`config.mk`:
```
export PLATFORM = sky130hd
export DESIGN_NAME = pp_pipeline_accel_axi2mat_burst_planner
export DESIGN_NICKNAME = d
export VERILOG_FILES = /design/src/rtl/pp_pipeline_accel_pkg.sv /design/src/rtl/pp_pipeline_accel_start_chain.sv /design/src/rtl/pp_pipeline_accel_axi2mat_burst_planner.sv
export SDC_FILE = /design/constraint.sdc
export NUM_CORES = 1
export LEC_CHECK = 0
export ABC_CLOCK_PERIOD_IN_PS = 7700
export BUFFER_PORTS_ARGS = -buffer_cell sky130_fd_sc_hd__buf_2
export CAP_MARGIN = 20
export CORE_ASPECT_RATIO = 1.5
export CORE_UTILIZATION = 45
export CTS_BUF_LIST = sky130_fd_sc_hd__clkbuf_4
export DETAILED_ROUTE_END_ITERATION = 12
export GPL_TIMING_DRIVEN = 0
export MAX_ROUTING_LAYER = met4
export PLACE_DENSITY = 0.82
export SLEW_MARGIN = 30
export SYNTH_ARGS = -nofsm -noshare
export SYNTH_HDL_FRONTEND = slang
export SYNTH_SLANG_ARGS = --single-unit
```
`constraint.sdc`:
```
create_clock -name ap_clk -period 7.7 [get_ports ap_clk]
set_clock_uncertainty 0.2 [all_clocks]
set_input_delay 1.54 -clock ap_clk [delete_from_list [all_inputs] [get_ports ap_clk]]
set_output_delay 1.54 -clock ap_clk [all_outputs]
set_load 0.005 [all_outputs]
```
`src/rtl/pp_pipeline_accel_pkg.sv`:
```
// Shared types and constants for the pp_pipeline_accel entry processes.
package pp_pipeline_accel_pkg;

  typedef enum logic [1:0] {
    ST_IDLE = 2'd0,
    ST_FWD  = 2'd1,
    ST_DESC = 2'd2,
    ST_DONE = 2'd3
  } state_t;

  // Each descriptor carries {row_off, burst_rows}, both rows-width fields.
  localparam int DESC_FIELDS    = 2;
  localparam int SENTINEL_MAX_W = 64;

  // An all-ones stride marks a packed (contiguous) image; sliced to stride width at use.
  localparam logic [SENTINEL_MAX_W-1:0] PACKED_STRIDE = '1;

endpackage

```
`src/rtl/pp_pipeline_accel_start_chain.sv`:
```
// ap_ctrl_chain start forwarding: pushes one start token downstream per accepted start.
module pp_pipeline_accel_start_chain (
  input  logic i_clk,
  input  logic i_rst_n,
  input  logic i_ap_start,
  input  logic i_start_full_n,
  input  logic i_ap_ready,
  output logic o_real_start,
  output logic o_start_write,
  output logic o_start_out
);

  logic r_start_once;

  // Once the token is pushed, a full start FIFO must not block the rest of this start.
  assign o_real_start  = (!i_start_full_n && !r_start_once) ? 1'b0 : i_ap_start;
  assign o_start_write = o_real_start & ~r_start_once;
  assign o_start_out   = o_real_start;

  always_ff @(posedge i_clk) begin
    if (!i_rst_n) begin
      r_start_once <= 1'b0;
    end else if (i_ap_ready) begin
      r_start_once <= 1'b0;
    end else if (o_real_start) begin
      r_start_once <= 1'b1;
    end
  end

endmodule

```
`src/rtl/pp_pipeline_accel_axi2mat_burst_planner.sv`:
```
// Forwards the row count to NUM_CH FIFOs, then plans read bursts as {row_off, burst_rows} descriptors.
module pp_pipeline_accel_axi2mat_burst_planner
  import pp_pipeline_accel_pkg::*;
#(
  parameter int ROWS_W    = 11,
  parameter int STRIDE_W  = 32,
  parameter int MAX_BURST = 16,
  parameter int NUM_CH    = 2
) (
  input  logic                          ap_clk,
  input  logic                          ap_rst_n,
  input  logic                          ap_start,
  input  logic                          ap_continue,
  input  logic                          start_full_n,
  output logic                          ap_done,
  output logic                          ap_idle,
  output logic                          ap_ready,
  output logic                          start_out,
  output logic                          start_write,
  input  logic [STRIDE_W-1:0]           stride,
  input  logic [ROWS_W-1:0]             rows,
  output logic [NUM_CH*ROWS_W-1:0]      rows_c_din,
  input  logic [NUM_CH-1:0]             rows_c_full_n,
  output logic [NUM_CH-1:0]             rows_c_write,
  output logic [DESC_FIELDS*ROWS_W-1:0] desc_din,
  input  logic                          desc_full_n,
  output logic                          desc_write,
  output logic [ROWS_W-1:0]             ap_return_0,
  output logic                          ap_return_1
);

  localparam logic [ROWS_W:0] BURST_STEP = (ROWS_W+1)'(MAX_BURST);

  state_t            r_state;
  logic [ROWS_W-1:0] r_rows;
  logic              r_packed;
  logic [ROWS_W:0]   r_off;
  logic [ROWS_W-1:0] r_cnt;
  logic [ROWS_W-1:0] r_ret0;
  logic              r_ret1;

  logic              w_real_start;
  logic              w_accept;
  logic              w_rows_wr;
  logic              w_desc_wr;
  logic              w_last;
  logic [ROWS_W:0]   w_remain;
  logic [ROWS_W:0]   w_step;
  logic [ROWS_W:0]   w_off_nxt;
  logic [ROWS_W-1:0] w_burst;

  pp_pipeline_accel_start_chain u_start_chain (
    .i_clk          (ap_clk),
    .i_rst_n        (ap_rst_n),
    .i_ap_start     (ap_start),
    .i_start_full_n (start_full_n),
    .i_ap_ready     (ap_ready),
    .o_real_start   (w_real_start),
    .o_start_write  (start_write),
    .o_start_out    (start_out)
  );

  assign w_accept  = (r_state == ST_IDLE) & w_real_start;
  // Strobes are gated by reset so an aborted frame emits nothing in the reset cycle.
  assign w_rows_wr = (r_state == ST_FWD) & (&rows_c_full_n) & ap_rst_n;
  assign w_desc_wr = (r_state == ST_DESC) & desc_full_n & ap_rst_n;

  // Offset math is one bit wider than rows so off+MAX_BURST cannot wrap.
  assign w_remain  = {1'b0, r_rows} - r_off;
  assign w_step    = r_packed ? BURST_STEP : (ROWS_W+1)'(1);
  assign w_off_nxt = r_off + w_step;
  assign w_last    = (w_off_nxt >= {1'b0, r_rows});
  assign w_burst   = !r_packed               ? ROWS_W'(1) :
                     (w_remain > BURST_STEP) ? ROWS_W'(MAX_BURST) :
                                               w_remain[ROWS_W-1:0];

  assign ap_ready     = w_accept & ap_rst_n;
  assign ap_idle      = (r_state == ST_IDLE) & ~w_real_start;
  assign ap_done      = (r_state == ST_DONE) & ap_rst_n;
  assign rows_c_din   = {NUM_CH{r_rows}};
  assign rows_c_write = {NUM_CH{w_rows_wr}};
  assign desc_din     = {r_off[ROWS_W-1:0], w_burst};
  assign desc_write   = w_desc_wr;
  assign ap_return_0  = r_ret0;
  assign ap_return_1  = r_ret1;

  always_ff @(posedge ap_clk) begin
    if (w_accept) begin
      r_rows   <= rows;
      r_packed <= (stride == PACKED_STRIDE[STRIDE_W-1:0]);
    end
  end

  always_ff @(posedge ap_clk) begin
    if (!ap_rst_n) begin
      r_state <= ST_IDLE;
      r_off   <= '0;
      r_cnt   <= '0;
      r_ret0  <= '0;
      r_ret1  <= 1'b0;
    end else begin
      case (r_state)
        ST_IDLE: begin
          if (w_real_start) begin
            r_off   <= '0;
            r_cnt   <= '0;
            r_state <= ST_FWD;
          end
        end
        ST_FWD: begin
          if (w_rows_wr) begin
            if (r_rows == '0) begin
              r_ret0  <= '0;
              r_ret1  <= r_packed;
              r_state <= ST_DONE;
            end else begin
              r_state <= ST_DESC;
            end
          end
        end
        ST_DESC: begin
          if (w_desc_wr) begin
            r_off <= w_off_nxt;
            r_cnt <= r_cnt + 1'b1;
            if (w_last) begin
              r_ret0  <= r_cnt + 1'b1;
              r_ret1  <= r_packed;
              r_state <= ST_DONE;
            end
          end
        end
        ST_DONE: begin
          if (ap_continue) begin
            r_state <= ST_IDLE;
          end
        end
        default: r_state <= ST_IDLE;
      endcase
    end
  end

endmodule

```
# Word-level counts from Yosys, hierarchy flattened
# Cells that the tools add are included.
# Widths: inputs -> output; s select.
word_totals:
  regBits: 50
  in_bits: 51
  elab_cells: 74
op_classes:
  addsub: 3
  n_lt_le_gt_ge: 2
  n_eq_ne: 10
  muxes: 27
  n_bitwise: 12
  n_reduce_logical: 12
op_table:
  columns: ["cell", "n"]
  rows:
  - ["$mux 11", 8]
  - ["$pmux 11 s2", 2]
  - ["$eq 32x32->1 const B", 1]
  - ["$mux 12", 2]
  - ["$pmux 12 s2", 1]
  - ["$add 12x5->12", 1]
  - ["$ge 12x11->1", 1]
  - ["$gt 12x5->1 const B", 1]
  - ["$sub 11x12->12", 1]
  - ["$add 11x1->11 const B", 1]
  - ["$logic_not 11->1", 1]
  - ["$mux 2", 5]
  - ["$reduce_and 5->1", 2]
  - ["$and 1x1->1", 9]
  - ["$ne 2x2->1 const B", 4]
  - ["$pmux 2 s4", 1]
  - ["$mux 1", 6]
  - ["$mux 5", 1]
  - ["$eq 2x2->1 const B", 2]
  - ["$ne 2x1->1 const B", 2]
  - ["$reduce_bool 2->1", 2]
  - ["$not 1->1", 3]
  - ["$reduce_and 3->1", 1]
  - ["$eq 2x1->1 const B", 1]
  - ["6 further kinds", 7]

# Logic depth before layout (Yosys ltp)
logic_depth:
  depth_word: 6
  depth_mapped: 16
  mapped_depth_nobuf: 15

# Cells and area by module
# From an unflattened synthesis, not the netlist that was laid out.
hier_totals:
  hier_cells: 427
  area_unflattened_um2: 3647.2
modules_own_cells:
  columns: ["mod", "instances", "cells_per_inst", "area_each_um2", "seq_area_each_um2"]
  rows:
  - ["pp_pipeline_accel_axi2mat_burst_planner", 1, 420, 3587.2, 1101.1]
  - ["pp_pipeline_accel_start_chain", 1, 7, 60.1, 20.0]

# Worst setup path after synthesis
# No wires, ideal clock.
synth_timing:
  path_type: "reg2out"
  start: "reg r_rows[0]"
  end: "out desc_din[4]"
  arrival_ns: 2.430
  required_ns: 5.960
  path_slack_ns: 3.530
  stages_incl_launch_ff: 11
  cell_sequence: "edfxtp_1 inv_1 ha_1 inv_1 fa_1 xnor2_1 nor4bb_1 mux2i_1 a221oi_1 nand4_1 o31a_1"
synth_via:
  elab_chain_cells: 4
synth_rtl:
  columns: ["element", "line_no", "rtl"]
  rows:
  - ["start: declaration", "pp_pipeline_accel_axi2mat_burst_planner.sv:35", "logic [ROWS_W-1:0] r_rows;"]
  - ["start signal: assignment", "pp_pipeline_accel_axi2mat_burst_planner.sv:89", "r_rows <= rows;"]
  - ["$sub 11x12->12 *", "pp_pipeline_accel_axi2mat_burst_planner.sv:69", "assign w_remain = {1'b0, r_rows} - r_off;"]
  - ["$gt 12x5->1", "pp_pipeline_accel_axi2mat_burst_planner.sv:74", "(w_remain > BURST_STEP) ? ROWS_W'(MAX_BURST) :"]
  - ["$mux 11 *", "pp_pipeline_accel_axi2mat_burst_planner.sv:74", null]
  - ["$mux 11 *", "pp_pipeline_accel_axi2mat_burst_planner.sv:73", "assign w_burst = !r_packed ? ROWS_W'(1) :"]
  - ["end: declaration", "pp_pipeline_accel_axi2mat_burst_planner.sv:25", "output logic [DESC_FIELDS*ROWS_W-1:0] desc_din,"]
# Mark *: on every way between the ends. The rest lies on a longest branch, timed or not.

# Final worst setup path
# Ends and elaborated chain as after synthesis.

==> impl_metrics.yaml <==
hold_path:
  min_delay_path_depth: 2
  hold_path.class: "reg2reg"
critical_path:
  start_kind: "flip-flop"
  cp-end-kind: "output port"
  rr_worst_depth: 16
  cp.required_ns: 5.96
  cp_data_arrival_time_ns: 3.46
  worst-path-stages: 11
  crit_fanout: 5
  cp_slowest_cell: "edfxtp_1"
  path_buf_inv: 3
  crit_top_cell: "inv_1"
  crit_chain: "inv_1, ha_1, inv_1, fa_1, xnor2_1, nor4bb_1, mux2i_1, a221oi_1, nand4_1, o31a_1, buf_2"
  worstSetupPathType: "reg2out"
  crit_family: "compound AO/OA/AOI/OAI gates"
  cp_slowest_stage_delay_ns: 0.50
yosys:
  ys_top_cells_by_area: "dfxtp_1 20%, ha_1 10%, edfxtp_1 9.6%"
  synth_top_area_cell: "dfxtp_1"
  ys_types: 60
  postSynthAreaPerCell_um2: 8.32
  syn_inst: 449
  synth_seq_cells: 50
  synth_ff_type: "dfxtp_1"
  yosysMostFrequentCell: "nand2_1"
  synth_edf_count: 12
  async_flop_share: 0
  ys_seq_area_frac: 0.300
  synth_warnings: 0
  synth_top_area_share: 0.204
  synth_area_um2: 3740
  yosys-top-cells-count: "40 x nand2_1, 38 x dfxtp_1, 34 x inv_1, 31 x buf_4, 31 x ha_1"
timing:
  finalCriticalPeriod_ns: 5.20
  setup_tns_ns: 0
  fmax_mhz: 192
  final.period_utilization: 0.675
  layout_setup_ws_ns: 2.50
  hold_violations: 0
  max_slew.worst_pin.slew_ns: 0.734
  finalSetupViolCount: 0
  relSlewSlack: 0.508
  final-max-slew-violation-count: 0
  grt_setup_unrepaired: "false"
die:
  dieArea_um2: 8680
  design.core.area_um2: 8010
  rows: 40
  initial_core_util: 0.467
  die_x_um: 76.4
  die_y_um: 114
  ios: 115
clock_network:
  cts_tree: "done"
  h-tree-depth: 2
  clock_latency_ns: 0.38
  clockRootBuffer: "clkbuf_4"
  cts.clk_slew.worst_paths_ns: 0.15
  clockBufferDepth: 2
  numCtsBuffers: 5
  cts_hold_buf: 0
  ctsResizeCount: 0
  cts_num_sinks: 50
  postCtsSetupBuffers: 0
detailed_routing:
  vias: 3606
  drtPass1Iterations: 4
  drt_wl_total_um: 9850
  drtIter0Drc: 134
  wl_per_cell_um: 14.6
  drc_errors: 0
  via_per_inst: 5.35
  ant_nets: 0
grt:
  grt_util_all_layers: 0.238
  antenna_found_initial: 0
  grt_pass1_vias: 3543
  grt_max_degree: 17
  overflow: 0
  grt_pass1_wl_um: 16300
cells_and_area:
  fin_nets: 651
  seq_area_um2: 1120
  multi_input_area_um2: 2200
  drive_above_1_share: 0.274
  fill_cells: 751
  diodes: 0
  design_area_um2: 4480
  syn2layout_area_growth_pct: 20.0
placed_design:
  placed_area_um2: 4420
  dp_hpwl_um: 7850
  routabilityCongestion: 0.850
  pre_cts_ws_ns: 3.01
  port_buffers: 107
job:
  max_cap_violations: 0
power_and_ir_drop:
  ir_drop_mv: 0.115
  p_per_area_nw_per_um2: 181
  p_leak_nw: 2.06
outcome:
  outcome: "finished clean"
[registers in the layout, indices dropped and copies added (netlist names)]
| signal | count |
|---|---|
| r_packed | 1 |
| r_rows | 11 |
| r_cnt | 11 |
| ap_return_0 | 11 |
| ap_return_1 | 1 |
| u_start_chain.r_start_once | 1 |
| r_off | 12 |
| r_state | 2 |
[worst reg2reg max path, delay by kind of cell, from the launching register on]
family          cells  cell delay [ns]
mux                 2             0.53
simple gates        6             0.99
xor+xnor            1             0.22
fa+ha+maj           3             0.71
buf+inv             2             0.42
compound gates      2             0.43
flops               1             0.56
[layout by cell type (no fill, tap or decap), types with 2 or more instances in the layout]
| cell | instances |
|---|---|
| buf_2 | 107 |
| nand2_1 | 40 |
| dfxtp_1 | 38 |
| inv_1 | 34 |
| buf_4 | 31 |
| ha_1 | 31 |
| o21ai_0 | 26 |
| nor2_1 | 23 |
| nand3_1 | 18 |
| clkbuf_1 | 17 |
| a21oi_1 | 14 |
| xnor2_1 | 13 |
| nand4_1 | 12 |
| and2_1 | 12 |
| edfxtp_1 | 12 |
| nor2b_1 | 10 |
| mux2i_1 | 10 |
| xor2_1 | 9 |
| nor4_1 | 9 |
| and3_1 | 8 |
| nor3_1 | 6 |
| conb_1 | 6 |
| nand2b_1 | 5 |
| o31ai_1 | 5 |
| a22oi_1 | 5 |
| clkbuf_4 | 5 |
| o21a_1 | 4 |
| a21o_1 | 4 |
| o211ai_1 | 4 |
| a21boi_0 | 4 |
| o31a_1 | 3 |
| o22ai_1 | 3 |
| a311o_1 | 2 |
| and4_1 | 2 |
| a2111oi_0 | 2 |
| a221oi_1 | 2 |
| nand3b_1 | 2 |
| or4_1 | 2 |
| a32o_1 | 2 |
[routing by layer]
| metal | track usage | vias up | wire, um | share of wire |
|---|---|---|---|---|
| met3 | 0.0296 | 25 | 317 | 0.032 |
| li1 | - | 1789 | - | - |
| met1 | 0.246 | 1693 | 3930 | 0.40 |
| met2 | 0.444 | 99 | 5250 | 0.53 |
| met5 | - | - | 0 | 0 |
| met4 | 0.114 | 0 | 351 | 0.036 |
[cells by family after synthesis]
family	count (synthesis)	share of synthesized area
and+or+nand+nor	159	0.225
AOI/OAI and AO/OA	90	0.163
buffers and inverters	83	0.117
DFF	50	0.300
adders and majority gates	32	0.109
xor gates and xnor gates	22	0.0516
muxes	12	0.0338
other	1	0.00100
[metrics by stage]
step	std cells	hold WS [ns]	utilization	power, mW
floorplan	454	0.251	-	0.570
global placement	666	0.244	0.552	0.675
detailed placement	666	0.246	0.552	0.689
CTS	674	0.272	0.560	0.811
global route	674	0.291	0.560	0.866
finish	674	0.265	0.560	0.812
[worst paths after layout]
path                                startpoint  slack (ns)        endpoint
worst max register to register        r_packed        3.58  ap_return_0[9]
worst min register to register  ap_return_0[4]        0.26  ap_return_0[4]
worst min-delay path            ap_return_0[4]        0.26  ap_return_0[4]
worst max-delay path                 r_rows[0]        2.50     desc_din[4]
[power breakdown]
part | total [mW] | internal (mW) | switching, mW
combinational | 0.372 | 0.149 | 0.223
sequential | 0.317 | 0.290 | 0.0266
clock | 0.123 | 0.0358 | 0.0873
total | 0.812 | 0.475 | 0.337
[cell type report]
type | instances | area share
Buffer | 49 | 0.0687
Inverter | 34 | 0.0285
Timing Repair Buffer | 107 | 0.119
Clock inverter | 3 | 0.00447
Sequential cell | 50 | 0.250
Tap cell | 105 | 0.0293
Multi-Input combinational cell | 321 | 0.491
Clock buffer | 5 | 0.00837
Note: power is estimated with default switching activity, not from simulation.
